<file path="src/rtl/act_unit_arbiter.sv">
// rtl/act_unit_arbiter.sv - round-robin sharing of one fixed-latency activation unit between two requesters
module act_unit_arbiter #(
   parameter int DATA_WIDTH = 16,
   parameter int PIPE_LAT   = 3,
   parameter int OUT_DEPTH  = 4
) (
   input  logic                  clk,
   input  logic                  rst,
   input  logic [DATA_WIDTH-1:0] r0_data,
   input  logic                  r0_valid,
   output logic                  r0_ready,
   output logic [DATA_WIDTH-1:0] r0_out_data,
   output logic                  r0_out_valid,
   input  logic                  r0_out_ready,
   input  logic [DATA_WIDTH-1:0] r1_data,
   input  logic                  r1_valid,
   output logic                  r1_ready,
   output logic [DATA_WIDTH-1:0] r1_out_data,
   output logic                  r1_out_valid,
   input  logic                  r1_out_ready,
   output logic [DATA_WIDTH-1:0] act_in_data,
   output logic                  act_in_valid,
   input  logic [DATA_WIDTH-1:0] act_hsigmoid,
   input  logic [DATA_WIDTH-1:0] act_hswish,
   input  logic                  act_out_valid,
   output logic                  busy,
   output logic                  err
);

   localparam int CW = $clog2(OUT_DEPTH + PIPE_LAT) + 1;
   localparam int PW = (OUT_DEPTH > 1) ? $clog2(OUT_DEPTH) : 1;
   localparam logic [CW-1:0] DEPTH_C  = CW'(OUT_DEPTH);
   localparam logic [PW-1:0] LAST_PTR = PW'(OUT_DEPTH - 1);

   // Per-requester bookkeeping; index 0 is the hard-sigmoid path, index 1 the hard-swish path.
   logic [CW-1:0]         occ       [2];
   logic [CW-1:0]         inflight  [2];
   logic [PW-1:0]         wr_ptr    [2];
   logic [PW-1:0]         rd_ptr    [2];
   logic [DATA_WIDTH-1:0] mem       [2][OUT_DEPTH];
   logic [DATA_WIDTH-1:0] push_data [2];

   logic [1:0] req;
   logic [1:0] eligible;
   logic [1:0] win;
   logic [1:0] rel_tag;
   logic [1:0] push;
   logic [1:0] pop;
   logic [1:0] full;
   logic [1:0] out_valid;
   logic [1:0] out_ready;
   logic       last_grant;

   // Tag pipe mirrors the unit's pipeline: {valid, id} per stage, tail aligned with act_out_valid.
   logic [PIPE_LAT-1:0] tag_v;
   logic [PIPE_LAT-1:0] tag_id;
   logic                tail_v;
   logic                tail_id;

   function automatic logic [PW-1:0] next_ptr(input logic [PW-1:0] p);
      return (p == LAST_PTR) ? '0 : p + 1'b1;
   endfunction

   assign tail_v  = tag_v[PIPE_LAT-1];
   assign tail_id = tag_id[PIPE_LAT-1];

   // Credit check and round-robin pick; a tie goes to the requester not granted last.
   always_comb begin
      req = {r1_valid, r0_valid};
      eligible = 2'b00;
      for (int i = 0; i < 2; i++) begin
         eligible[i] = req[i] && !rst && ((occ[i] + inflight[i]) < DEPTH_C);
      end
      if (eligible == 2'b11) begin
         win = last_grant ? 2'b01 : 2'b10;
      end else begin
         win = eligible;
      end
   end

   assign r0_ready     = win[0];
   assign r1_ready     = win[1];
   assign act_in_valid = |win;
   assign act_in_data  = win[1] ? r1_data : (win[0] ? r0_data : '0);

   // Steer the tail result to its owner's FIFO; the tail tag always frees its slot, result or not.
   always_comb begin
      push_data[0] = act_hsigmoid;
      push_data[1] = act_hswish;
      out_ready    = {r1_out_ready, r0_out_ready};
      rel_tag      = 2'b00;
      push         = 2'b00;
      out_valid    = 2'b00;
      full         = 2'b00;
      pop          = 2'b00;
      for (int i = 0; i < 2; i++) begin
         rel_tag[i]   = tail_v && (tail_id == 1'(i));
         push[i]      = rel_tag[i] && act_out_valid;
         out_valid[i] = (occ[i] != '0);
         full[i]      = (occ[i] == DEPTH_C);
         pop[i]       = out_valid[i] && out_ready[i];
      end
   end

   assign r0_out_valid = out_valid[0];
   assign r1_out_valid = out_valid[1];
   assign r0_out_data  = out_valid[0] ? mem[0][rd_ptr[0]] : '0;
   assign r1_out_data  = out_valid[1] ? mem[1][rd_ptr[1]] : '0;
   assign busy         = (|tag_v) | out_valid[0] | out_valid[1];

   // Tag pipe, grant history, sticky mismatch flag, credit counters and FIFO pointers.
   always_ff @(posedge clk) begin
      if (rst) begin
         tag_v      <= '0;
         tag_id     <= '0;
         last_grant <= 1'b1;
         err        <= 1'b0;
         for (int i = 0; i < 2; i++) begin
            occ[i]      <= '0;
            inflight[i] <= '0;
            wr_ptr[i]   <= '0;
            rd_ptr[i]   <= '0;
         end
      end else begin
         tag_v[0]  <= act_in_valid;
         tag_id[0] <= win[1];
         for (int s = 1; s < PIPE_LAT; s++) begin
            tag_v[s]  <= tag_v[s-1];
            tag_id[s] <= tag_id[s-1];
         end
         if (act_in_valid) begin
            last_grant <= win[1];
         end
         if (act_out_valid != tail_v) begin
            err <= 1'b1;
         end
         for (int i = 0; i < 2; i++) begin
            inflight[i] <= inflight[i] + CW'(win[i]) - CW'(rel_tag[i]);
            occ[i]      <= occ[i] + CW'(push[i]) - CW'(pop[i]);
            if (push[i]) begin
               wr_ptr[i] <= next_ptr(wr_ptr[i]);
            end
            if (pop[i]) begin
               rd_ptr[i] <= next_ptr(rd_ptr[i]);
            end
            assert (!(push[i] && full[i]));
         end
      end
   end

   // FIFO storage; contents need no reset because occupancy gates every read.
   always_ff @(posedge clk) begin
      for (int i = 0; i < 2; i++) begin
         if (push[i]) begin
            mem[i][wr_ptr[i]] <= push_data[i];
         end
      end
   end

endmodule
</file>
<file path="config.mk">
export PLATFORM = sky130hd
export DESIGN_NAME = act_unit_arbiter
export DESIGN_NICKNAME = d
export VERILOG_FILES = /design/src/rtl/act_unit_arbiter.sv
export SDC_FILE = /design/constraint.sdc
export NUM_CORES = 1
export LEC_CHECK = 0
export ABC_CLOCK_PERIOD_IN_PS = 4200
export CAP_MARGIN = 20
export CORE_ASPECT_RATIO = 0.8
export CORE_MARGIN = 4
export CORE_UTILIZATION = 30
export DETAILED_ROUTE_END_ITERATION = 12
export PLACE_DENSITY = 0.5
export SYNTH_ARGS = -nofsm -noshare
export SYNTH_HDL_FRONTEND = slang
export SYNTH_SLANG_ARGS = --single-unit
</file>
<file path="constraint.sdc">
create_clock -name clk -period 4.2 [get_ports clk]
set_input_delay 0.84 -clock clk [delete_from_list [all_inputs] [get_ports clk]]
set_output_delay 0.84 -clock clk [all_outputs]
set_load 0.01 [all_outputs]
</file>
==> results of run 1 <==
==> cell usage after synthesis (all sizes together) (7+ instances only) <==
| cell type | count | area [µm²] |
|---|---|---|
| nor2 | 16 | 60.06 |
| nor2b | 12 | 75.07 |
| inv | 52 | 195.2 |
| ha | 32 | 400.4 |
| dfxtp | 24 | 480.5 |
| o32ai | 16 | 207.7 |
| o211ai | 16 | 120.1 |
| buf | 11 | 70.07 |
| edfxtp | 136 | 4084 |
| and2 | 41 | 256.5 |
| mux4 | 32 | 720.7 |
| clkbuf | 14 | 52.55 |
| xor2 | 7 | 61.31 |
==> sequential cells by signal, summed over array words and instances (netlist names) <==
signal / cells
wr_ptr: 4
inflight: 8
tag_v: 3
last_grant: 1
occ: 8
tag_id: 3
err: 1
mem: 128
rd_ptr: 4
==> placed cells by master, fill, tap and decap left out, drive strengths merged <==
master,count
clkbuf,17
o32ai,16
nor3,3
dfxtp,24
nor4b,2
nor4,2
a21oi,5
xnor2,5
edfxtp,136
o211a,2
o21ai,2
a211o,1
nand3,1
mux4,32
xor3,2
nand2,5
or2,3
and2,41
a21o,4
ha,32
o211ai,16
clkdlybuf4s50,125
nor2b,12
xor2,7
inv,59
nor2,16
a2111oi,4
buf,11
a31o,2
bufinv,4
clkinv,3
and3,5
nand2b,2
fa,4
==> final timing paths <==
check | startpoint | to | cells past startpoint
worst max-delay path | occ[0][5] | act_in_data[4] | 6
worst min-delay path | tag_id[1] | tag_id[2] | 1
worst max register to register | occ[0][7] | occ[0][6] | 13
worst min register to register | tag_id[1] | tag_id[2] | 1
==> metal layers <==
layer,track usage [%],vias to the layer above
li1,-,1992
met1,14.98,2072
met2,19.32,102
met3,3.787,13
met4,3.601,2
met5,0,-
==> cell families after synthesis <==
| logic type | after synthesis |
|---|---|
| DFF | 160 |
| and+or+nand+nor | 92 |
| buffers and inverters | 77 |
| AOI/OAI and AO/OA | 52 |
| adders and majority gates | 36 |
| muxes | 32 |
| xor gates and xnor gates | 14 |
==> power by group <==
group | internal [W] | switching [W]
clock network | 0.00102 | 0.000663
logic | 0.00116 | 0.000932
registers | 0.00183 | 0.000129
==> area by class of cell <==
cell class / count / area (µm²) / area share [%]
clock buffers: 17 / 425.4 / 4.482
clock inverters: 14 / 219.0 / 2.307
inverters: 52 / 195.2 / 2.056
repair buffers: 136 / 1334 / 14.05
multi-input cells: 226 / 2364 / 24.90
flip-flops and latches: 160 / 4564 / 48.09
well taps: 312 / 390.4 / 4.113
==> worst register-to-register path, delay by kind of cell (launching register included) <==
family	cells	cell delay, ns
xor gates and xnor gates	1	0.17
adders and majority gates	4	0.95
DFF	1	0.39
buffers and inverters	5	0.76
and+or+nand+nor	3	0.55
==> per-stage QoR <==
stage / hold WS, ns / instance area, µm² / std cells / total power [W] / setup WS [ns]
4_1_cts: 0.4473 / 9492 / 917 / 0.005843 / 0.2170
2_1_floorplan: 0.4138 / 7246 / 463 / 0.003194 / 1.385
3_5_place_dp: 0.4312 / 8847 / 886 / 0.004133 / 0.4359
5_1_grt: 0.4715 / 9492 / 917 / 0.006098 / 0.03377
3_3_place_gp: 0.4233 / 8847 / 886 / 0.004104 / 0.4731
6_report: 0.4406 / 9492 / 917 / 0.005734 / 0.2560
==> results.cfg, run 1 <==
[worst_setup_path]
cp.required_ns = 3.36
max_stage_delay_ns = 0.60
path_cells = ha_1 > a31o_1 > and3_1 > o211a_1 > o32ai_1 > clkdlybuf4s50_1
crit_fanout = 18
crit_arrival_ns = 3.10
start_kind = flop
endpoint_kind = output port
crit_slowest_cell = clkdlybuf4s50_1
crit_buf_inv = 1
crit_family = compound AO/OA/AOI/OAI gates
r2r_slack_ns = 1.27
setup.worst_path.class = flop to output port

[floorplan]
coreArea_um2 = 23590
die_h_um = 147
start_util_pct = 30.72
dieWidth_um = 181.8
num_io_pins = 126
die_area_um2 = 26720
num_rows = 50

[cts]
clock_sinks = 160
ctsHtreeMaxLevel = 4
cts.reportedPaths.clkPinSlew_ns = 0.07
cts-buffers-inserted = 17
holdBufCountCts = 0
root_buffer = clkbuf_16
ctsResizeCount = 0
postCtsSetupBuffers = 0
clockBufferDepth = 2
clk_latency_ns = 0.42
cts_tree = built

[cells_and_area]
fin_util_pct = 40.24
insertedDiodeCount = 0
nets = 700
drive_above_1_share_pct = 14.71
fill_cells = 2171
syn_to_final_growth_pct = 31.00

[synth]
synth_area_um2 = 7246
synthCells = 463
ys_seq_elements = 160
syn_area_per_cell_um2 = 15.65
synthSimpleGateAreaFrac_pct = 7.374
synthMuxAreaShare_pct = 9.946
synth-seq-area-share_pct = 62.99
synth_ff_type = edfxtp_1
synth_edf_count = 136
synthXorXnorAreaFrac_pct = 2.124
ys_warn_count = 0
synth_fa_ha_area_share_pct = 6.631
synth_top_family_by_area = multiplexers
synth_nets = 570
ys_types = 37
async_reset_ff_share_pct = 0
synth-compound-area-share_pct = 6.545

[grt]
grt_pass1_wl_um = 24720
grt_max_degree = 31
gr-usage-all-layers_pct = 11.78
grt_overflow_total = 0
antenna_found_initial = 1
grt_pass1_vias = 4684

[timing]
maxSlewHeadroom_pct = 33.77
worstMarginPinSlew_ns = 0.9934
min_period_ns = 3.944
rsz0062_at_grt = no
slew_violations = 0
fin_crit_sh_pct = 93.90
final_hold_viol_count = 0
timing.fmax_mhz = 253.6
fin_tns_setup_ns = 0
fin_skew_ns = 0.007792
setup_violations = 0

[route]
wl_met1_um = 6857
wl_met2_um = 7456
wirelength_um = 15360
drc = 0
num_vias = 4181
final_antenna_net_count = 0
vias_per_cell = 4.559
top_layer_used = met5
met3WireLength_um = 858
wl_per_cell_um = 16.75
initialDrtViolationCount = 171
first_pass_iters = 5

[power_and_ir_drop]
p_per_area_nw_per_um2 = 604.2
ir_worst_vdd_v = 0.0002674
p_leak_nw = 3.400

[run_status]
run_status = completed

[flow_run]
maxCapViolCount = 0

[place]
gp_congestion = 0.7313
dp.final_hpwl_um = 10360
port_buffers = 125

[worst_hold_path]
min_path_type = flop to flop
Power figures use the tool's default switching activity.
==> run 2, diff against run 1 <==
--- a/config.mk
+++ b/config.mk
@@ -8,10 +8,9 @@
 export ABC_CLOCK_PERIOD_IN_PS = 4200
 export CAP_MARGIN = 20
 export CORE_ASPECT_RATIO = 0.8
-export CORE_MARGIN = 4
-export CORE_UTILIZATION = 30
+export CORE_UTILIZATION = 57
 export DETAILED_ROUTE_END_ITERATION = 12
-export PLACE_DENSITY = 0.5
+export PLACE_DENSITY = 0.85
 export SYNTH_ARGS = -nofsm -noshare
 export SYNTH_HDL_FRONTEND = slang
 export SYNTH_SLANG_ARGS = --single-unit
==> run 2 against run 1 <==
Critical path depth is the same. Clock skew is 0.0022 ns higher. Worst setup slack improved by 0.056 ns. Global-route usage up 11 points. Flip-flop and latch count unchanged. Maximum frequency up 1.4%. Final cell count decreased by 15%. Clock-buffer cell count rose by 5. Critical path type unchanged. Highest routed layer is now met4.
==> results.cfg, run 2 (synthesis gave the netlist of run 1 again) <==
[run_status]
run_status = completed

[cells_and_area]
drive_above_1_share_pct = 13.41
largest_reg_flops = 128
final_cell_mix = 136 x edfxtp_1, 125 x clkdlybuf4s50_1, 52 x inv_1, 41 x and2_1
insertedDiodeCount = 0
final_cell_area_um2 = 9238
seq_area_um2 = 4564
fin_cells = 775
final_common_cell = edfxtp_1
fill_cells = 708
nets = 698
syn_to_final_growth_pct = 27.49
fin_util_pct = 75.12
multiInputGateArea_um2 = 2364

[timing]
timing.fmax_mhz = 257.2
rsz0062_at_grt = no
fin_tns_setup_ns = 0
maxSlewHeadroom_pct = 39.11
fin_crit_sh_pct = 92.57
final_hold_viol_count = 0
min_period_ns = 3.888
slew_violations = 0
holdWs_ns = 0.4366
setup_violations = 0
worstMarginPinSlew_ns = 0.9133
fin_skew_ns = 0.009966

[power_and_ir_drop]
p_leak_nw = 3.353
ir_worst_vdd_v = 0.0003273
p_per_area_nw_per_um2 = 602.5

[cts]
clockBufferDepth = 2
cts_tree = built
ctsHtreeMaxLevel = 4
postCtsSetupBuffers = 0
ctsResizeCount = 0
cts-buffers-inserted = 17
holdBufCountCts = 0
clock_sinks = 160
root_buffer = clkbuf_16
cts.reportedPaths.clkPinSlew_ns = 0.06
clk_latency_ns = 0.41

[worst_setup_path]
crit_fanout = 18
start_kind = flop
r2r-start = occ[0][3]
crit_arrival_ns = 3.05
cp.required_ns = 3.36
setup.worst_path.class = flop to output port
endpoint_kind = output port
crit_path_end = act_in_data[15]
crit_start = occ[0][5]
path_cells = ha_1 > a31o_1 > and3_1 > o211a_1 > o32ai_1 > clkdlybuf4s50_1
ff2ff_path_depth = 13
crit_slowest_cell = clkdlybuf4s50_1
r2r_end = occ[0][2]
r2r_slack_ns = 1.34
max_stage_delay_ns = 0.60

[floorplan]
start_util_pct = 58.92
num_rows = 36
die_h_um = 102.8
num_io_pins = 126
die_area_um2 = 13170
coreArea_um2 = 12300
dieWidth_um = 128.1

[place]
dp_cells = 743
gp_congestion = 0.7811
dp.final_hpwl_um = 9465
port_buffers = 125
post_dp_cell_area_um2 = 8656

[route]
initialDrtViolationCount = 217
vias_per_cell = 5.493
wl_per_cell_um = 18.30
num_vias = 4257
final_antenna_net_count = 0
drc = 0
first_pass_iters = 4
wirelength_um = 14190

[grt]
grt_max_degree = 21
grt_pass1_vias = 4483
antenna_found_initial = 0
gr-usage-all-layers_pct = 23.19
grt_overflow_total = 0
grt_pass1_wl_um = 22340

[flow_run]
maxCapViolCount = 0

[worst_hold_path]
min_path_type = flop to flop
run 2: cell types whose count changed in the layout (fill, tap and decap cells not counted), sizes merged:
cell and change:
clkinv +4, inv -7, bufinv -1, clkbuf +5
buf -2
run 2: worst min path at each step:
stage,slack [ns],endpoint,cells past startpoint,from
after floorplan,0.41,tag_id[1],1,tag_id[0]
after global placement,0.42,tag_id[2],1,tag_id[1]
after detailed placement,0.43,tag_id[1],1,tag_id[0]
after CTS,0.44,tag_id[1],1,tag_id[0]
after global routing,0.46,tag_id[1],1,tag_id[0]
final,0.44,tag_id[2],1,tag_id[1]
run 2: cell type report:
type | count | share of cell area (%)
multi-input cells | 226 | 25.59
inverters | 52 | 2.113
flip-flops and latches | 160 | 49.41
clock buffers | 22 | 4.808
clock inverters | 10 | 1.490
well taps | 171 | 2.316
repair buffers | 134 | 14.28
run 2: stage by stage:
stage / setup slack, ns / power, W
after global placement: 0.4546 / 0.003998
after CTS: 0.2750 / 0.005619
after detailed placement: 0.4271 / 0.004086
final: 0.3120 / 0.005565
after floorplan: 1.385 / 0.003194
after global routing: 0.1671 / 0.005865
run 2: critical path: cells and delay by family, from the launching register on:
kind	cells	cell delay (ns)
and+or+nand+nor	1	0.23
AOI/OAI and AO/OA	3	1.09
DFF	1	0.44
buffers and inverters	1	0.60
adders and majority gates	1	0.28
run 2: where the power goes:
part / switching (W) / total (W) / internal, W
registers: 0.000130 / 0.00196 / 0.00183
clock network: 0.000577 / 0.00151 / 0.000933
logic: 0.000926 / 0.00209 / 0.00117
run 2: layer usage:
layer	vias to the layer above	global-route usage, %	share of wire (%)
met3	9	5.605	5.3
met4	0	7.964	0.84
met1	2102	27.79	40
met5	-	0	0
met2	151	41.64	54
li1	1995	-	-
==> run 3, diff against run 2 <==
--- a/config.mk
+++ b/config.mk
@@ -8,9 +8,11 @@
 export ABC_CLOCK_PERIOD_IN_PS = 4200
 export CAP_MARGIN = 20
 export CORE_ASPECT_RATIO = 0.8
-export CORE_UTILIZATION = 57
+export CORE_UTILIZATION = 42
+export CTS_CLUSTER_SIZE = 10
 export DETAILED_ROUTE_END_ITERATION = 12
-export PLACE_DENSITY = 0.85
+export HOLD_SLACK_MARGIN = 0.1
+export PLACE_DENSITY = 0.66
 export SYNTH_ARGS = -nofsm -noshare
 export SYNTH_HDL_FRONTEND = slang
 export SYNTH_SLANG_ARGS = --single-unit
==> run 3 against run 2 <==
Register-to-register slack better by 0.03 ns. Final cell count rose by 6.2%. Wire length decreased by 3.8%. Clock skew is 0.0058 ns lower. Cell area increased by 0.87%. Critical path depth unchanged. Worst setup slack better by 0.048 ns. Non-clock buffer count fell by 1. Global-route usage decreased by 6.4 points. Maximum frequency up 1.2%. Combinational power is essentially flat. Die area increased by 35%.
==> results.cfg, run 3 (synthesis gave the netlist of run 1 again) <==
[run_status]
run_status = completed

[cells_and_area]
drive_above_1_share_pct = 14.10
nets = 697
largest_reg_flops = 128
insertedDiodeCount = 0
syn_to_final_growth_pct = 28.60
final_cell_area_um2 = 9318
final_common_cell = edfxtp_1
final_cell_mix = 136 x edfxtp_1, 125 x clkdlybuf4s50_1, 52 x inv_1, 41 x and2_1

[timing]
min_period_ns = 3.840
timing.fmax_mhz = 260.4
fin_tns_setup_ns = 0
slew_violations = 0
setup_violations = 0
holdWs_ns = 0.4379
final_hold_viol_count = 0
fin_crit_sh_pct = 91.44
worstMarginPinSlew_ns = 0.9254
setup_slack_ns = 0.3597
maxSlewHeadroom_pct = 38.30
rsz0062_at_grt = no
fin_skew_ns = 0.004199

[route]
wl_per_cell_um = 16.58
vias_per_cell = 5.060
initialDrtViolationCount = 162
num_vias = 4164
final_antenna_net_count = 0
first_pass_iters = 4
wirelength_um = 13640
drc = 0

[cts]
cts.reportedPaths.clkPinSlew_ns = 0.06
cts-buffers-inserted = 17
clock_sinks = 160
holdBufCountCts = 0
postCtsSetupBuffers = 0
ctsResizeCount = 0
clk_latency_ns = 0.42
clockBufferDepth = 2
cts_tree = built
root_buffer = clkbuf_16
ctsHtreeMaxLevel = 4

[grt]
grt_overflow_total = 0
busiest_layer = met2
grt_max_degree = 31
gr-usage-all-layers_pct = 16.83
antenna_found_initial = 0
grt_pass1_wl_um = 22220
grt_use_met3_pct = 5.709
met2_usage_pct = 27.72
grt_pass1_vias = 4424
use_met1_pct = 20.62

[worst_setup_path]
path_cells = ha_1 > a31o_1 > and3_1 > o211a_1 > o32ai_1 > clkdlybuf4s50_1
crit_fanout = 18
crit_arrival_ns = 3.00
crit_family = compound AO/OA/AOI/OAI gates
crit_slowest_cell = clkdlybuf4s50_1
setup.worst_path.class = flop to output port
crit_buf_inv = 1
start_kind = flop
cp.required_ns = 3.36
max_stage_delay_ns = 0.59
endpoint_kind = output port

[floorplan]
coreArea_um2 = 16710
num_rows = 42
die_h_um = 119.5
die_area_um2 = 17780
dieWidth_um = 148.9
num_io_pins = 126
start_util_pct = 43.36

[power_and_ir_drop]
p_leak_nw = 3.363
ir_worst_vdd_v = 0.0002991
p_per_area_nw_per_um2 = 598.7

[place]
post_dp_cell_area_um2 = 8710
dp.final_hpwl_um = 9125
pre_cts_ws_ns = 0.3528
port_buffers = 125
gp_congestion = 0.7571

[worst_hold_path]
min_path_type = flop to flop

[flow_run]
maxCapViolCount = 0
-- run 3: changes by cell type in the layout (fill, tap and decap cells not counted) --
cell	previous run	this run
buf_4	9	8
clkbuf_1	5	1
clkinv_1	2	1
clkinv_4	4	2
clkinvlp_4	0	1
inv_6	0	5
inv_8	0	1
-- run 3: area by class of cell --
class	instances	area [µm²]
Fill cell	1332	7393
Sequential cell	160	4564
Multi-Input combinational cell	226	2364
Timing Repair Buffer	133	1311
Clock buffer	18	429.2
Tap cell	220	275.3
Inverter	52	195.2
Clock inverter	14	178.9
-- run 3: through the flow --
stage | util [%] | cells | total power (W)
after global routing | 55.76 | 823 | 0.005926
after CTS | 55.76 | 823 | 0.005658
final | 55.76 | 823 | 0.005579
after global placement | 52.12 | 791 | 0.004037
after floorplan | - | 463 | 0.003194
after detailed placement | 52.12 | 791 | 0.004082
-- run 3: metal layers --
layer  wire length, µm  vias to the layer above
met1              5868                     2053
li1                  -                     1986
met2              6744                      115
met3               904                       10
met4               126                        0
met5                 0                        -
-- run 3: power breakdown --
part	total [W]	switching (W)	internal [W]
clock network	0.00156	0.000619	0.000946
registers	0.00196	0.000126	0.00183
logic	0.00206	0.000895	0.00116
-- run 3: path summary, 6_finish.rpt --
check                           startpoint              to  slack, ns  cells past startpoint
worst max-delay path             occ[0][5]  act_in_data[0]       0.36                      6
worst min-delay path             tag_id[1]       tag_id[2]       0.44                      1
worst max register to register   occ[0][5]  inflight[0][2]       1.37                     10
worst min register to register   tag_id[1]       tag_id[2]       0.44                      1
==> RTL edit (config.mk and constraints of run 3) <==
Make the reset (`rst`) asynchronous in one clocked block.
--- a/src/rtl/act_unit_arbiter.sv
+++ b/src/rtl/act_unit_arbiter.sv
@@ -109,7 +109,7 @@
    assign busy         = (|tag_v) | out_valid[0] | out_valid[1];
 
    // Tag pipe, grant history, sticky mismatch flag, credit counters and FIFO pointers.
-   always_ff @(posedge clk) begin
+   always_ff @(posedge clk or posedge rst) begin
       if (rst) begin
          tag_v      <= '0;
          tag_id     <= '0;
Function: differs if rst is asserted again (counterexample within 4 cycles, from zero or initial values and one cycle with rst high); with rst held inactive, the same outputs for 10 cycles.
==> RTL edit against run 3 <==
- power rose by 3.7%
- cell count shrank 7.5%
- highest routed layer unchanged
- wire length decreased by 3.1%
- via count is 10% lower
- non-clock buffer count fell by 3
- cell area down 3.8%
- synthesized area is 4.2% lower
- count of clock-buffer cells in the layout is 1 lower
- critical endpoint is now act_in_data[5]
- clock skew grew 0.0010 ns
- setup slack got worse by 0.18 ns
- sequential cell count unchanged
==> RTL edit: results (changes against run 3) <==
- Vias in the first global route: 3939 (-11%)
- Crit path arrival time: 3.18 ns (+0.18 ns)
- Leading post-synthesis cells by cell area: edfxtp_1, dfrtp_1, mux4_2, ha_1, and2_1
- Mapped Nets: 506 (-11%)
- Async SR Flop Fraction: 0.2000 (+0.2000)
- Ratio of cells with drive above 1 in the final layout: 0.1520 (+0.01105)
- # nets final: 641 (-8.0%)
- Hold slack: 0.3554 ns (-0.08259 ns)
- Worst vdd ir: 0.3525 mV (+18%)
- Setup crit end: act_in_data[5]
- Slew of the pin with the lowest slew margin: 0.9211 ns (-0.004341 ns)
- Hold Crit Start: tag_id[0]
- First-pass GRT wire length: 20.62 mm (-7.2%)
- Met3 usage: 0.03915 (-0.01794)
- FF-to-FF setup slack: 0.90 ns (-0.47 ns)
- GPL Wtd Cong: 0.7344 (-3.0%)
- Status: completed
- Final HPWL DP: 8.755 mm (-4.0%)
- Static leakage: 3.278 nW (-2.5%)
- Clk_skew: 0.005243 ns (+0.001044 ns)
- Post-Synth Adder-Cell Area: 0.06925 (+0.002942)
- Cell total after placement: 730 (-7.7%)
- Post-synth EDFFs: 128 (-5.9%)
- Placed inst area: 0.008417 sq mm (-3.4%)
- Most common library cells after synthesis: edfxtp_1, inv_1, ha_1, mux4_2, dfrtp_1
- Reg2reg start: occ[5]
- Cell count after synthesis: 399 (-14%)
- Routed wl met2: 6.653 mm (-1.3%)
- Worst Hold End: tag_id[1]
- Largest net degree at the start of global routing: 33 (+6.5%)
- Hold path depth: 0 (-1)
- Proportion of synthesized chip area in sequential cells: 0.6696 (+0.03967)
- Tmin final: 4.020 ns (+0.1802 ns)
- Worst r2r dst: inflight[6]
- Pre-CTS setup slack: 0.4529 ns (+0.1000 ns)
- 1st-iter DRT viols: 182 (+12%)
- Synth Area in Compound Gates: 0.04923 (-0.01621)
- Routed wl met3: 437 um (-52%)
- Largest stage delay, worst path: 0.67 ns (+0.08 ns)
- CP max stage cell: o311a_1
==> RTL edit: cell count changes after synthesis, sizes merged, moves of 5 or more <==
cell,run 3,this run
a22o,0,16
and2,41,26
clkbuf,14,7
dfrtp,0,31
dfxtp,24,0
edfxtp,136,128
inv,52,37
nor2,16,3
nor2b,12,17
o211ai,16,0
o32ai,16,0
==> RTL edit: report_power, final <==
| part | total, mW | leakage, nW | switching, mW | internal (mW) |
|---|---|---|---|---|
| logic | 2.22 | 1.50 | 0.928 | 1.29 |
| registers | 2.14 | 1.53 | 0.238 | 1.90 |
| clock network | 1.42 | 0.250 | 0.613 | 0.808 |
==> RTL edit: area by class of cell <==
type	count	area (sq um)
fillers	1224	6993
flip-flops and latches	160	4646
multi-input cells	188	2074
repair buffers	130	1289
clock buffers	17	425.4
well taps	215	269.0
inverters	37	138.9
clock inverters	14	118.9
